===== src/rtl/fifo_to_wmst_packer.sv =====
// Store-side packer: pops 32-bit words from a non-showahead scfifo, packs them
// into 128-bit beats and hands them to the Avalon write master, one tile per start.
module fifo_to_wmst_packer #(
    parameter int unsigned AW  = 12,
    parameter int unsigned DW  = 32,
    parameter int unsigned XAW = 32,
    parameter int unsigned XDW = 128
) (
    input  logic           clk,
    input  logic           rst,
    input  logic [DW-1:0]  param_waddr,
    input  logic [AW-1:0]  param_iolen,
    input  logic           store_data_start,
    output logic           store_data_done,
    output logic           wmst_fixed_location,
    output logic [XAW-1:0] wmst_write_base,
    output logic [XAW-1:0] wmst_write_length,
    output logic           wmst_go,
    input  logic           wmst_done,
    output logic           wmst_user_write_buffer,
    output logic [XDW-1:0] wmst_user_write_data,
    input  logic           wmst_user_buffer_full,
    input  logic [DW-1:0]  wmst_store_data,
    output logic           store_fifo_pop,
    input  logic           store_fifo_empty
);

    localparam int unsigned WCNT = XDW / DW;
    localparam int unsigned WSH  = $clog2(WCNT);
    localparam int unsigned FW   = $clog2(WCNT + 1);

    typedef enum logic [2:0] {StIdle, StGo, StXfer, StWaitDone, StFin} state_e;

    state_e         state_q;
    logic [XAW-1:0] base_q;
    logic [XAW-1:0] len_q;
    logic [AW-1:0]  iolen_q;
    logic [AW-1:0]  nbeats_q;
    logic           go_q;
    logic           done_q;

    logic [AW-1:0]  popped_q;
    logic [AW-1:0]  beats_q;
    logic [FW-1:0]  fill_q;
    logic           inflight_q;
    logic           beat_valid_q;
    logic [XDW-1:0] beat_q;

    logic [AW-1:0]  nbeats_c;
    logic           start_c;

    // Beats per tile, rounded up; the last beat may be partially filled.
    assign nbeats_c = AW'(({1'b0, param_iolen} + (AW + 1)'(WCNT - 1)) >> WSH);
    assign start_c  = (state_q == StIdle) && store_data_start;

    // Pop only while the pending beat has room for the word plus any word still in flight.
    assign store_fifo_pop = (state_q == StXfer) && !store_fifo_empty &&
                            (popped_q < iolen_q) &&
                            ((fill_q + FW'(inflight_q)) < FW'(WCNT)) && !beat_valid_q;

    assign wmst_user_write_buffer = beat_valid_q && !wmst_user_buffer_full;
    assign wmst_user_write_data   = beat_q;
    assign wmst_fixed_location    = 1'b0;
    assign wmst_write_base        = base_q;
    assign wmst_write_length      = len_q;
    assign wmst_go                = go_q;
    assign store_data_done        = done_q;

    // Tile sequencing FSM with registered go/done pulses and latched tile parameters.
    always_ff @(posedge clk or posedge rst) begin
        if (rst) begin
            state_q  <= StIdle;
            base_q   <= '0;
            len_q    <= '0;
            iolen_q  <= '0;
            nbeats_q <= '0;
            go_q     <= 1'b0;
            done_q   <= 1'b0;
        end else begin
            go_q   <= 1'b0;
            done_q <= 1'b0;
            unique case (state_q)
                StIdle: begin
                    if (store_data_start) begin
                        base_q   <= XAW'(param_waddr);
                        len_q    <= XAW'(nbeats_c) * XAW'(XDW / 8);
                        iolen_q  <= param_iolen;
                        nbeats_q <= nbeats_c;
                        if (param_iolen == '0) begin
                            state_q <= StFin;
                        end else begin
                            state_q <= StGo;
                            go_q    <= 1'b1;
                        end
                    end
                end
                StGo: state_q <= StXfer;
                StXfer: begin
                    if (beats_q == nbeats_q) state_q <= StWaitDone;
                end
                StWaitDone: begin
                    if (wmst_done) state_q <= StFin;
                end
                StFin: begin
                    done_q  <= 1'b1;
                    state_q <= StIdle;
                end
                default: state_q <= StIdle;
            endcase
        end
    end

    // Word capture into lanes, beat formation and beat handshake bookkeeping.
    always_ff @(posedge clk or posedge rst) begin
        if (rst) begin
            popped_q     <= '0;
            beats_q      <= '0;
            fill_q       <= '0;
            inflight_q   <= 1'b0;
            beat_valid_q <= 1'b0;
            beat_q       <= '0;
        end else if (start_c) begin
            popped_q     <= '0;
            beats_q      <= '0;
            fill_q       <= '0;
            inflight_q   <= 1'b0;
            beat_valid_q <= 1'b0;
            beat_q       <= '0;
        end else begin
            inflight_q <= store_fifo_pop;
            if (store_fifo_pop) popped_q <= popped_q + AW'(1);
            // FIFO q is valid the cycle after the pop; popped_q already counts that word.
            if (inflight_q) begin
                for (int unsigned l = 0; l < WCNT; l++) begin
                    if (fill_q == FW'(l)) beat_q[l*DW +: DW] <= wmst_store_data;
                end
                fill_q <= fill_q + FW'(1);
                if (((fill_q + FW'(1)) == FW'(WCNT)) || (popped_q == iolen_q)) begin
                    beat_valid_q <= 1'b1;
                end
            end
            if (wmst_user_write_buffer) begin
                beat_valid_q <= 1'b0;
                beat_q       <= '0;
                fill_q       <= '0;
                beats_q      <= beats_q + AW'(1);
            end
        end
    end

endmodule


===== config.mk =====
export PLATFORM = sky130hd
export DESIGN_NAME = fifo_to_wmst_packer
export DESIGN_NICKNAME = d
export VERILOG_FILES = /design/src/rtl/fifo_to_wmst_packer.sv
export SDC_FILE = /design/constraint.sdc
export NUM_CORES = 1
export LEC_CHECK = 0
export ABC_AREA = 1
export ABC_CLOCK_PERIOD_IN_PS = 11700
export BUFFER_PORTS_ARGS = -buffer_cell sky130_fd_sc_hd__buf_2
export CAP_MARGIN = 10
export CORE_AREA = 5 5 138 140
export DETAILED_ROUTE_END_ITERATION = 7
export DIE_AREA = 0 0 143 145
export GPL_ROUTABILITY_DRIVEN = 1
export PLACE_DENSITY = 0.83
export SYNTH_ARGS = -nofsm -noshare
export SYNTH_HDL_FRONTEND = slang
export SYNTH_SLANG_ARGS = --single-unit

===== constraint.sdc =====
create_clock -name clk -period 11.7 [get_ports clk]
set_clock_uncertainty 0.15 [all_clocks]
set_input_delay 1.17 -clock clk [delete_from_list [all_inputs] [get_ports clk]]
set_output_delay 1.17 -clock clk [all_outputs]
set_load 0.05 [all_outputs]

After elaboration in Yosys (flattened, before gate mapping)
Index checks and enable logic that the tools add are counted.
- register bits after elaboration: 217
- input port bits: 82
- word-level logic and storage cells: 91
- add/sub/neg operators: 5
- magnitude comparators: 2
- equality and inequality tests: 13
- muxes and demuxes: 28
- reductions and logical operators: 28
- operator list (operator ; count):
    $mux W128 ; 3
    $mux W32 ; 4
    $mux W12 ; 4
    $add A12 B1 Y12 const B ; 2
    $mux W3 ; 7
    $reduce_bool A3 Y1 ; 6
    $add A12 B2 Y13 const B ; 1
    $eq A12 B11 Y1 ; 1
    $eq A12 B12 Y1 ; 1
    $eq A3 B2 Y1 const B ; 4
    $logic_not A12 Y1 ; 1
    $lt A12 B12 Y1 ; 1
    $pmux W3 S4 ; 1
    $reduce_and A2 Y1 ; 6
    $mux W1 ; 9
    $eq A3 B1 Y1 const B ; 2
    $eq A3 B3 Y1 const B ; 2
    $logic_and A1 B1 Y1 ; 6
    $logic_not A3 Y1 ; 2
    $ne A2 B2 Y1 const B ; 2
    $reduce_bool A2 Y1 ; 2
    $add A3 B1 Y3 ; 1
    $add A3 B1 Y3 const B ; 1
    $logic_not A1 Y1 ; 3
    4 further kinds ; 4

Depth between registers and ports, before layout
Gate-level depths: netlist of run 1.
- word-level depth: 7
- gate-level depth with buffers: 12
- gate-level depth less buffers: 11

Least setup slack after synthesis of run 1
Ideal clock, no wire load.
- path type: input to output
- from: in store_fifo_empty
- to: out store_fifo_pop
- arrival time: 2042 ps
- required time: 10380 ps
- path slack: 8338 ps
- stages on the path: 8
- buffers on the path: 1
- cells stage by stage: nor2_1 > nand2_1 > nor2_1 > nand2_1 > nor2_1 > nand2_1 > nor2_1 > buf_4
- longest elaborated chain between the ends: 5
- RTL lines (item ; line ; text):
    start, declared ; 25 ; input logic store_fifo_empty
    $logic_not A1 Y1 ; 57 ; assign store_fifo_pop = (state_q == StXfer) && !store_fifo_empty &&
    $logic_and A1 B1 Y1 (2 in series) ; 57 ;
    $logic_and A1 B1 Y1 ; 58 ; (popped_q < iolen_q) &&
    $logic_and A1 B1 Y1 ; 59 ; ((fill_q + FW'(inflight_q)) < FW'(WCNT)) && !beat_valid_q;
    end, declared ; 24 ; output logic store_fifo_pop,
No other way between the ends.

Worst setup path after layout of run 1
- from: reg inflight_q
- to: out store_fifo_pop
- longest elaborated chain between the ends: 4
- RTL lines (item ; line ; text):
    start, declared ; 45 ; logic inflight_q;
    start signal, assigned ; 130 ; inflight_q <= store_fifo_pop;
    $add A3 B1 Y3 ; 59 ;
    $lt A3 B3 Y1 ; 59 ;
    $logic_and A1 B1 Y1 ; 58 ;
    $logic_and A1 B1 Y1 ; 59 ;
No other way between the ends.

==> results.md, run 1 <==
- Setup WS post-layout: 7507 ps
- Worst Path Max Fanout: 13
- Final Hold Vio Count: 0
- Synth warnings: 0
- Synth Cell Area: 9493 um2
- Share of layout cells above drive strength 1: 0.2309
- Nets@finish: 1,436
- Initial antenna violation count: 0
- Final Wtd Congestion: 0.8770
- Yosys top cell area share: 0.5720
- Critical Path Start Type: flop
- Most used DFF post-synth: dfrtp_1
- Worst slew margin: 0.2756
- Sink Count: 217
- Synth area leaders: dfrtp_1, nand2_1, o21ai_0
- Least-Margin Pin Slew: 1087 ps
- CP arrival: 2870 ps
- Clock buffer depth: 3
- Initial core utilization: 0.5358
- CTS clk-pin slew, worst paths: 60 ps
- Drt wl/cell: 15.18 um
- Total setup buffers inserted after CTS: 0
- Crit. End Element: output pin
- CTS tree: yes
- Largest net degree at the start of global routing: 128
- Setup TNS: 0 ps
- Avg Cell Area, Syn: 8.661 um2
- Crit path kind: flop to output pin
- Placeable Area: 17,720 um2
- DRC viols: 0
- Port bufs: 256
- Status: finished, final reports clean
- Total I/O pin count: 279
- Fin crit period: 4193 ps
- EDFF count, synth: 0
- Final setup fails: 0
- Yosys cell types: 33
- H-tree Lvls: 1
- Max Clk Rate: 238.5 MHz
- CTS buffer count: 22
- Async set-reset flop share out of synthesis: 1.000
- PwrDens: 340.2 nW/um2
- Pre-CTS setup slack: 7571 ps
- Congestion Overflow GR: 0
- Vias in the first global route: 7,779
- Post-synth top area cell: dfrtp_1
- N_diodes: 0
- Top cells by count, synth: nand2_1, dfrtp_1, o21ai_0, inv_1, nor2_1
- Iteration-0 DRC Markers: 594
- Post-DRT Antenna Nets: 0
- Synth Instances: 1,096
- Hold Crit Class: flop to flop
- Fill cell count: 1,452
- Final WL: 23,980 um
- RSZ-0062 raised after global routing: false
- Cts repair resizes: 0
- Vias/cell: 5.141
- First-pass GRT wire length: 38,810 um
- Via count: 8,122
- Die width: 143 um
- Critical Path RT: 10,380 ps
- HPWL after detailed placement: 16,700 um
- Most frequent cell after synthesis: nand2_1
- Root buffer cell: clkbuf_16
- Leakage Power: 6.321 nW
- Clk_lat worst skew: 490 ps
- Pre-antenna DRT Iters: 5
- Sequential fraction of the synthesis area: 0.5720
- Max Cap Violations: 0
- Die height: 145 um
- Flops & latches, synth: 217
- Hold_ws: 315.5 ps
- Worst vdd ir: 243.8 uV
- Period Utilization, post-route: 0.3584
- Die ar.: 20,740 um2
- CTS hold repair buffers: 0
- Area grow syn2layout: 21.99%
- Global Route Usage Sum: 0.2249
- Fin. max-slew vios: 0
- Rows: 49
## power breakdown
part           internal (mW)  switching, mW
Combinational          0.407           1.58
Sequential              1.05          0.172
Clock                  0.451          0.284
Total                   1.91           2.03
## area by class of cell
cell class / instances / area, um2 / share of cell area
sequential: 217 / 5430 / 0.4689
multi-input combinational: 752 / 3457 / 0.2985
timing repair buffer: 262 / 1326 / 0.1145
clock buffer: 30 / 641.9 / 0.05543
inverter: 80 / 307.8 / 0.02658
tap: 229 / 286.5 / 0.02474
clock inverter: 10 / 130.1 / 0.01124
## cell families after synthesis
group | count (synthesis) | synth area share
adder cells (fa/ha/maj) | 19 | 0.02504
other | 1 | 0.0003950
AO/OA/AOI/OAI | 184 | 0.1033
XOR/XNOR | 10 | 0.009226
buffers and inverters | 148 | 0.07381
AND/OR/NAND/NOR | 517 | 0.2162
flip-flops | 217 | 0.5720
## path summary, 6_finish.rpt
path / end / cells past startpoint / startpoint / slack [ps]
max in group asynchronous: wmst_user_write_data[106]$_DFFE_PP0P_ / 3 / rst / 9170
worst min-delay path: wmst_write_base[2]$_DFFE_PP0P_ / 2 / wmst_write_base[2]$_DFFE_PP0P_ / 320
worst min register to register: wmst_write_base[2]$_DFFE_PP0P_ / 2 / wmst_write_base[2]$_DFFE_PP0P_ / 320
worst max-delay path: store_fifo_pop / 7 / inflight_q$_DFF_PP0_ / 7510
worst max register to register: wmst_user_write_data[118]$_DFFE_PP0P_ / 8 / state_q[2]$_DFFE_PP0P_ / 8680
min in group asynchronous: state_q[2]$_DFFE_PP0P_ / 2 / rst / 660
## layer usage
layer,global-route usage,vias to the layer above,part of all wire
met1,0.3106,3763,0.41
met5,0,-,0
li1,-,3926,-
met4,0.07414,0,0.031
met3,0.03620,55,0.093
met2,0.3649,378,0.47
## critical path, cell delays in order, from the launching register on
cell and delay [ps]:
dfrtp_1 690, nand2_1 150, o21ai_0 170, nand2_1 100
nor2_1 140, nand2_1 90, nor2_1 650, buf_2 400
## sequential cells by signal, summed over array words and instances (netlist names), 3 cells and up
register / flops
beats_q: 12
fill_q: 3
iolen_q: 12
nbeats_q: 11
popped_q: 12
state_q: 3
wmst_user_write_data: 128
wmst_write_base: 32
## cells in the final DEF, fill, tap and decap left out, drive strengths merged, types with 4 or more instances in the layout
cell type / netlist / layout
clkbuf: 25 / 30
a21oi: 13 / 13
nor3: 9 / 9
clkinv: 1 / 6
nand3: 36 / 36
conb: 1 / 22
buf: 43 / 262
nand2: 405 / 405
nor2: 55 / 55
ha: 19 / 19
inv: 79 / 79
a31oi: 4 / 4
dfrtp: 217 / 217
nand4: 7 / 7
xor2: 5 / 5
xnor2: 5 / 5
o21ai: 163 / 163
## metrics by stage
stage	utilization	total power, mW	cells	area, um2
6_report	0.6536	3.940	1580	11580
3_3_place_gp	0.6100	3.164	1540	10810
2_1_floorplan	-	2.737	1117	9572
3_5_place_dp	0.6100	3.217	1540	10810
5_1_grt	0.6536	4.176	1580	11580
4_1_cts	0.6536	3.969	1580	11580
Note: power is estimated with default switching activity, not from simulation.
==> run 2, diff against run 1 <==
--- a/config.mk
+++ b/config.mk
@@ -6,14 +6,14 @@
 export NUM_CORES = 1
 export LEC_CHECK = 0
 export ABC_AREA = 1
-export ABC_CLOCK_PERIOD_IN_PS = 11700
+export ABC_CLOCK_PERIOD_IN_PS = 4100
 export BUFFER_PORTS_ARGS = -buffer_cell sky130_fd_sc_hd__buf_2
 export CAP_MARGIN = 10
-export CORE_AREA = 5 5 138 140
+export CORE_AREA = 5 5 142 144
 export DETAILED_ROUTE_END_ITERATION = 7
-export DIE_AREA = 0 0 143 145
+export DIE_AREA = 0 0 147 149
 export GPL_ROUTABILITY_DRIVEN = 1
-export PLACE_DENSITY = 0.83
+export PLACE_DENSITY = 0.79
 export SYNTH_ARGS = -nofsm -noshare
 export SYNTH_HDL_FRONTEND = slang
 export SYNTH_SLANG_ARGS = --single-unit
==> constraint.sdc (replaced) <==
create_clock -name clk -period 4.1 [get_ports clk]
set_clock_uncertainty 0.15 [all_clocks]
set_input_delay 0.41 -clock clk [delete_from_list [all_inputs] [get_ports clk]]
set_output_delay 0.41 -clock clk [all_outputs]
set_load 0.05 [all_outputs]
==> run 2 against run 1 <==
  * Hold slack got worse by 300 ps
  * Sequential power rose to 2.9 times the previous value
  * Critical path depth rose by 1
  * Register-to-register slack got worse by 7100 ps
  * Global-route usage rose by 0.29 points
  * Worst setup slack got worse by 6400 ps
  * Non-clock buffer count rose by 39
  * Routed wire length rose by 6.9%
  * Clock power rose to 2.9 times the previous value
  * Highest routed layer unchanged
==> results.md, run 2 (synthesized netlist as in run 1, its figures left out) <==
- Clock buffer depth: 3
- Reg2reg path depth: 6
- Slowest CP cell: dfrtp_1
- CTS tree: yes
- HPWL after detailed placement: 17,170 um
- Vias in the first global route: 8,106
- Die width: 147 um
- Placed cell count: 1,549
- Clk_lat worst skew: 500 ps
- Crit path largest cell delay: 670 ps
- Worst vdd ir: 529.8 uV
- FF/Latch Area: 5430 um2
- Placeable Area: 18,580 um2
- CTS clk-pin slew, worst paths: 60 ps
- Area grow syn2layout: 26.31%
- Worst slew margin: 0.4106
- R2r setup slk: 1630 ps
- Share of layout cells above drive strength 1: 0.2272
- Global Route Usage Sum: 0.2277
- Critical Path Most Common Cell: nand2_1
- Leakage Power: 6.497 nW
- Crit-path cells: nand2_1 -> o21ai_0 -> nand2_1 -> nor2_1 -> nand2_1 -> nor2_1 -> buf_4 -> buf_2
- Fin crit period: 2958 ps
- Least-Margin Pin Slew: 882.0 ps
- Fin. max-slew vios: 0
- Largest net degree at the start of global routing: 120
- First-pass GRT wire length: 41,410 um
- CP arrival: 2400 ps
- Tot Pwr: 11.36 mW
- Period Utilization, post-route: 0.7215
- Int Power: 5.472 mW
- Root buffer cell: clkbuf_16
- Total I/O pin count: 279
- Crit. End Element: output pin
- RR Startpoint: fill_q[2]$_DFFE_PP0P_
- DRC viols: 0
- PwrDens: 947.1 nW/um2
- Max Clk Rate: 338.1 MHz
- Setup TNS: 0 ps
- Congestion Overflow GR: 0
- Clock group share of total power: 0.186
- H-tree Lvls: 1
- Most frequent cells in the layout: nand2_1, buf_2, dfrtp_1, o21ai_0, inv_1
- Psw: 5.885 mW
- Critical Path Start Type: flop
- Initial antenna violation count: 0
- Final Wtd Congestion: 0.8924
- Vias/cell: 5.086
- Fill cell count: 1,519
- Rows: 50
- Setup WS post-layout: 1142 ps
- CTS buffer count: 23
- Worst hold start: param_iolen[0]
- Initial core utilization: 0.5109
- Sink Count: 217
- Critical Path RT: 3540 ps
- Post-DRT Antenna Nets: 0
- Iteration-0 DRC Markers: 486
- Drt wl/cell: 15.78 um
- Final WL: 25,650 um
- Pre-antenna DRT Iters: 5
- WHS Endpoint: iolen_q[0]$_DFFE_PP0P_
- Hold Crit Class: primary input to flop
- Final cell count without fillers: 1,625
- Max Cap Violations: 0
- Status: finished, final reports clean
- RSZ-0062 raised after global routing: false
- Worst Path Max Fanout: 13
- N_diodes: 0
- Reg-to-Reg End: wmst_user_write_data[106]$_DFFE_PP0P_
- Pre-CTS setup slack: 1686 ps
- Sw frac: 0.5182
- Combinational share of power: 0.507
- Multi-input gate area: 3457 um2
- Final setup fails: 0
- Port bufs: 256
- Via count: 8,265
- Worst hold path depth: 3
- Final Hold Vio Count: 0
- Max reg flops: 128
- Commonest non-fill, non-tap cell in the layout: nand2_1
- Nets@finish: 1,476
- Sequential Power Share: 0.307
- Total setup buffers inserted after CTS: 0
- Die ar.: 21,900 um2
- Crit path kind: flop to output pin
- Die height: 149 um
run 2: cell count changes in the layout (fill, tap and decap cells not counted), moves of 2 or more:
cell,previous run,this run
clkinv_4,0,2
clkbuf_8,4,6
clkinv_2,5,3
buf_4,6,8
dlygate4sd3_1,0,35
buf_12,0,2
run 2: stage by stage:
| stage | hold WS [ps] | cell area [um2] | utilization |
|---|---|---|---|
| 2_1_floorplan | 298.3 | 9575 | - |
| 3_3_place_gp | 301.8 | 10870 | 0.5848 |
| 3_5_place_dp | 307.8 | 10870 | 0.5848 |
| 4_1_cts | 10.53 | 11990 | 0.6453 |
| 5_1_grt | 25.49 | 11990 | 0.6453 |
| 6_report | 18.87 | 11990 | 0.6453 |
run 2: repair_timing:
action,4_1_cts,5_1_grt
hold buffers,35,0
resized for setup,0,0
endpoints found under the hold margin,64,0
run 2: metal layers:
metal / routed length, um / global-route usage
met3: 2007 / 0.04345
met1: 10590 / 0.2988
met4: 815 / 0.06990
met5: 0 / 0
met2: 12230 / 0.3872
run 2: worst max path at each step:
stage	from	endpoint	slack [ps]	depth (start not counted)
after global routing	inflight_q$_DFF_PP0_	store_fifo_pop	990	8
after detailed placement	fill_q[2]$_DFFE_PP0P_	wmst_user_write_data[106]$_DFFE_PP0P_	1690	6
final	inflight_q$_DFF_PP0_	store_fifo_pop	1140	8
after CTS	inflight_q$_DFF_PP0_	store_fifo_pop	1150	8
after floorplan	rst	beat_valid_q$_DFFE_PP0P_	710	1
after global placement	inflight_q$_DFF_PP0_	store_fifo_pop	1750	8
run 2: critical path, delay by kind of cell, from the launching register on:
kind            cells  cell delay (ps)
buf+inv             2              500
flops               1              670
compound gates      1              170
simple gates        5              570
run 2: power by group through the flow:
stage / combinational (mW) / clock [mW] / sequential, mW
2_1_floorplan: 1.87 / 0 / 5.95
4_1_cts: 5.77 / 2.15 / 3.48
5_1_grt: 6.18 / 2.23 / 3.59
3_5_place_dp: 5.72 / 0 / 3.50
3_3_place_gp: 5.61 / 0 / 3.50
6_report: 5.76 / 2.11 / 3.49
run 2: area by class of cell:
cell class | instances | area share
sequential | 217 | 0.4529
inverter | 80 | 0.02536
multi-input combinational | 752 | 0.2883
tap | 234 | 0.02442
timing repair buffer | 301 | 0.1444
clock buffer | 33 | 0.05614
clock inverter | 8 | 0.008452
==> run 3, diff against run 2 <==
==> config.mk (replaced) <==
export PLATFORM = sky130hd
export DESIGN_NAME = fifo_to_wmst_packer
export DESIGN_NICKNAME = d
export VERILOG_FILES = /design/src/rtl/fifo_to_wmst_packer.sv
export SDC_FILE = /design/constraint.sdc
export NUM_CORES = 1
export LEC_CHECK = 0
export ABC_AREA = 0
export ABC_CLOCK_PERIOD_IN_PS = 2600
export BUFFER_PORTS_ARGS = -buffer_cell sky130_fd_sc_hd__buf_2
export CAP_MARGIN = 10
export CORE_AREA = 5 5 150 152
export DETAILED_ROUTE_END_ITERATION = 7
export DIE_AREA = 0 0 155 157
export GPL_ROUTABILITY_DRIVEN = 1
export PLACE_DENSITY = 0.75
export SYNTH_ARGS = -nofsm -noshare
export SYNTH_HDL_FRONTEND = slang
export SYNTH_SLANG_ARGS = --single-unit
==> constraint.sdc (replaced) <==
create_clock -name clk -period 2.6 [get_ports clk]
set_clock_uncertainty 0.15 [all_clocks]
set_input_delay 0.26 -clock clk [delete_from_list [all_inputs] [get_ports clk]]
set_output_delay 0.26 -clock clk [all_outputs]
set_load 0.05 [all_outputs]
==> run 3 against run 2 <==
  * Critical path depth is 2 lower
  * Via count is 5.3% higher
  * Global-route usage is 0.30 points lower
  * Critical path type unchanged
  * Critical endpoint unchanged
  * Largest power group unchanged
==> results.md, run 3 <==
- Final Wtd Congestion: 0.8845
- Flops & latches, synth: 217
- Root buffer cell: clkbuf_16
- Worst vdd ir: 855.5 uV
- Final Hold Vio Count: 0
- Synth Instances: 1,063
- Sequential Power Share: 0.330
- Clock buffer depth: 3
- Synth area leaders: dfrtp_1, nand2_1, a21oi_1
- RSZ-0062 raised after global routing: true
- Finished Cell Area: 12,880 um2
- Status: finished, final reports clean
- Max Cap Violations: 0
- Fin. max-slew vios: 0
- Setup TNS: 0 ps
- Post-DRT Antenna Nets: 0
- Clk_lat worst skew: 500 ps
- Nets@finish: 1,503
- Cell area after placement: 11,240 um2
- N_diodes: 0
- Max Clk Rate: 391.0 MHz
- Sequential fraction of the synthesis area: 0.5644
- Largest net degree at the start of global routing: 101
- Hold Crit Class: primary input to asynchronous set/reset pin
- Grt peak-use layer: met2
- Vias/cell: 5.139
- First-pass GRT wire length: 45,060 um
- Share of layout cells above drive strength 1: 0.2496
- Rows: 53
- Synth Cell Area: 9620 um2
- Met3 usage: 0.04069
- Vias in the first global route: 8,675
- Avg Cell Area, Syn: 9.050 um2
- Worst Path Max Fanout: 3
- Die ar.: 24,340 um2
- Port bufs: 256
- Top cells by count, synth: nand2_1, dfrtp_1, a21oi_1, o21ai_0, clkbuf_1
- Pre-CTS setup slack: 37.29 ps
- Global Route Usage Sum: 0.2247
- Pre-antenna DRT Iters: 4
- Clock group share of total power: 0.209
- Met1 Use GR: 0.2899
- PwrDens: 1188 nW/um2
- Final WL: 28,420 um
- Crit path kind: flop to output pin
- Critical Path Start Type: flop
- Iteration-0 DRC Markers: 576
- CTS buffer count: 23
- Die height: 157 um
- Most frequent cells in the layout: nand2_1, buf_2, dfrtp_1, a21oi_1, dlygate4sd3_1
- Psw: 7.339 mW
- HPWL after detailed placement: 18,500 um
- Met2 Use GR: 0.3846
- DRC viols: 0
- Sink Count: 217
- Int Power: 7.968 mW
- Period Utilization, post-route: 0.9836
- Yosys cell types: 53
- Final setup fails: 0
- Most used DFF post-synth: dfrtp_1
- Hold_ws: 91.80 ps
- EDFF count, synth: 0
- Fin crit period: 2557 ps
- Post-synth top area cell: dfrtp_1
- CTS clk-pin slew, worst paths: 60 ps
- Synth warnings: 0
- Async set-reset flop share out of synthesis: 1.000
- Total I/O pin count: 279
- Least-Margin Pin Slew: 853.7 ps
- Sw frac: 0.4795
- Leakage Power: 6.503 nW
- Drt wl/cell: 16.79 um
- Initial antenna violation count: 0
- Initial core utilization: 0.4606
- CTS tree: yes
- Commonest non-fill, non-tap cell in the layout: nand2_1
- Congestion Overflow GR: 0
- Combinational share of power: 0.461
- CP arrival: 2150 ps
- Critical Path RT: 2190 ps
- Worst slew margin: 0.4309
- Area grow syn2layout: 33.88%
- Die width: 155 um
- Crit. End Element: output pin
- H-tree Lvls: 1
- Final core utilization: 0.6166
- Setup WS post-layout: 42.73 ps
- Max reg flops: 128
- Yosys top cell area share: 0.5644
- Most frequent cell after synthesis: nand2_1
- Placeable Area: 20,890 um2
- Via count: 8,701
## run 3: per-stage QoR
stage,instances,total power [mW]
CTS,1688,15.27
global route,1693,16.14
floorplan,1084,10.07
finish,1693,15.31
global placement,1566,11.76
detailed placement,1566,11.89
## run 3: timing repair
item                       in CTS  in global routing
resized for setup               8                  3
buffers inserted                2                  4
hold endpoints to repair      310                  0
gates cloned                    0                  1
setup endpoints to repair       1                 12
hold buffers                   79                  0
pin swaps                       2                  3
## run 3: logic make-up after synthesis
| logic type | after synthesis | share of synthesized area |
|---|---|---|
| buffers and inverters | 105 | 0.05345 |
| and+or+nand+nor | 495 | 0.2143 |
| AOI/OAI and AO/OA | 191 | 0.1102 |
| adders and majority gates | 19 | 0.02471 |
| DFF | 217 | 0.5644 |
| muxes | 4 | 0.004292 |
| xor gates and xnor gates | 31 | 0.02822 |
| other | 1 | 0.0003898 |
## run 3: worst paths after layout
| kind | slack, ps | startpoint | to | depth (start not counted) |
|---|---|---|---|---|
| hold reg to reg | 320 | wmst_write_base[5]$_DFFE_PP0P_ | wmst_write_base[5]$_DFFE_PP0P_ | 2 |
| setup reg to reg | 130 | popped_q[1]$_DFFE_PP0P_ | popped_q[3]$_DFFE_PP0P_ | 8 |
| max in group asynchronous | 1320 | rst | wmst_user_write_data[110]$_DFFE_PP0P_ | 5 |
| hold / removal | 90 | rst | wmst_user_write_data[99]$_DFFE_PP0P_ | 3 |
| setup / recovery | 40 | popped_q[1]$_DFFE_PP0P_ | store_fifo_pop | 6 |
| min in group clk | 160 | wmst_user_buffer_full | beats_q[0]$_DFFE_PP0N_ | 5 |
## run 3: layer usage
| metal | part of all wire | up-vias |
|---|---|---|
| li1 | - | 4124 |
| met1 | 0.41 | 4175 |
| met2 | 0.49 | 339 |
| met3 | 0.073 | 63 |
| met4 | 0.029 | 0 |
| met5 | 0 | - |
## run 3: power by group through the flow
stage / Clock (mW) / Combinational (mW) / Sequential, mW
2_1_floorplan: 0 / 2.22 / 7.85
3_3_place_gp: 0 / 6.71 / 5.05
3_5_place_dp: 0 / 6.83 / 5.07
4_1_cts: 3.26 / 6.98 / 5.03
5_1_grt: 3.41 / 7.56 / 5.17
6_report: 3.20 / 7.05 / 5.05
## run 3: layout make-up
cell class / instances / area [um2]
Clock buffer: 33 / 663.1
Multi-Input combinational cell: 763 / 3836
Inverter: 21 / 82.58
Tap cell: 275 / 344.1
Clock inverter: 8 / 75.07
Sequential cell: 217 / 5430
Timing Repair Buffer: 376 / 2449
Fill cell: 1729 / 8009
## run 3: worst max-delay path, stage by stage (launching register included)
cell and delay (ps):
dfrtp_1 440, ha_4 240, nor2b_1 120, o211ai_1 300, a21boi_4 110, nor3_4 250
buf_6 200
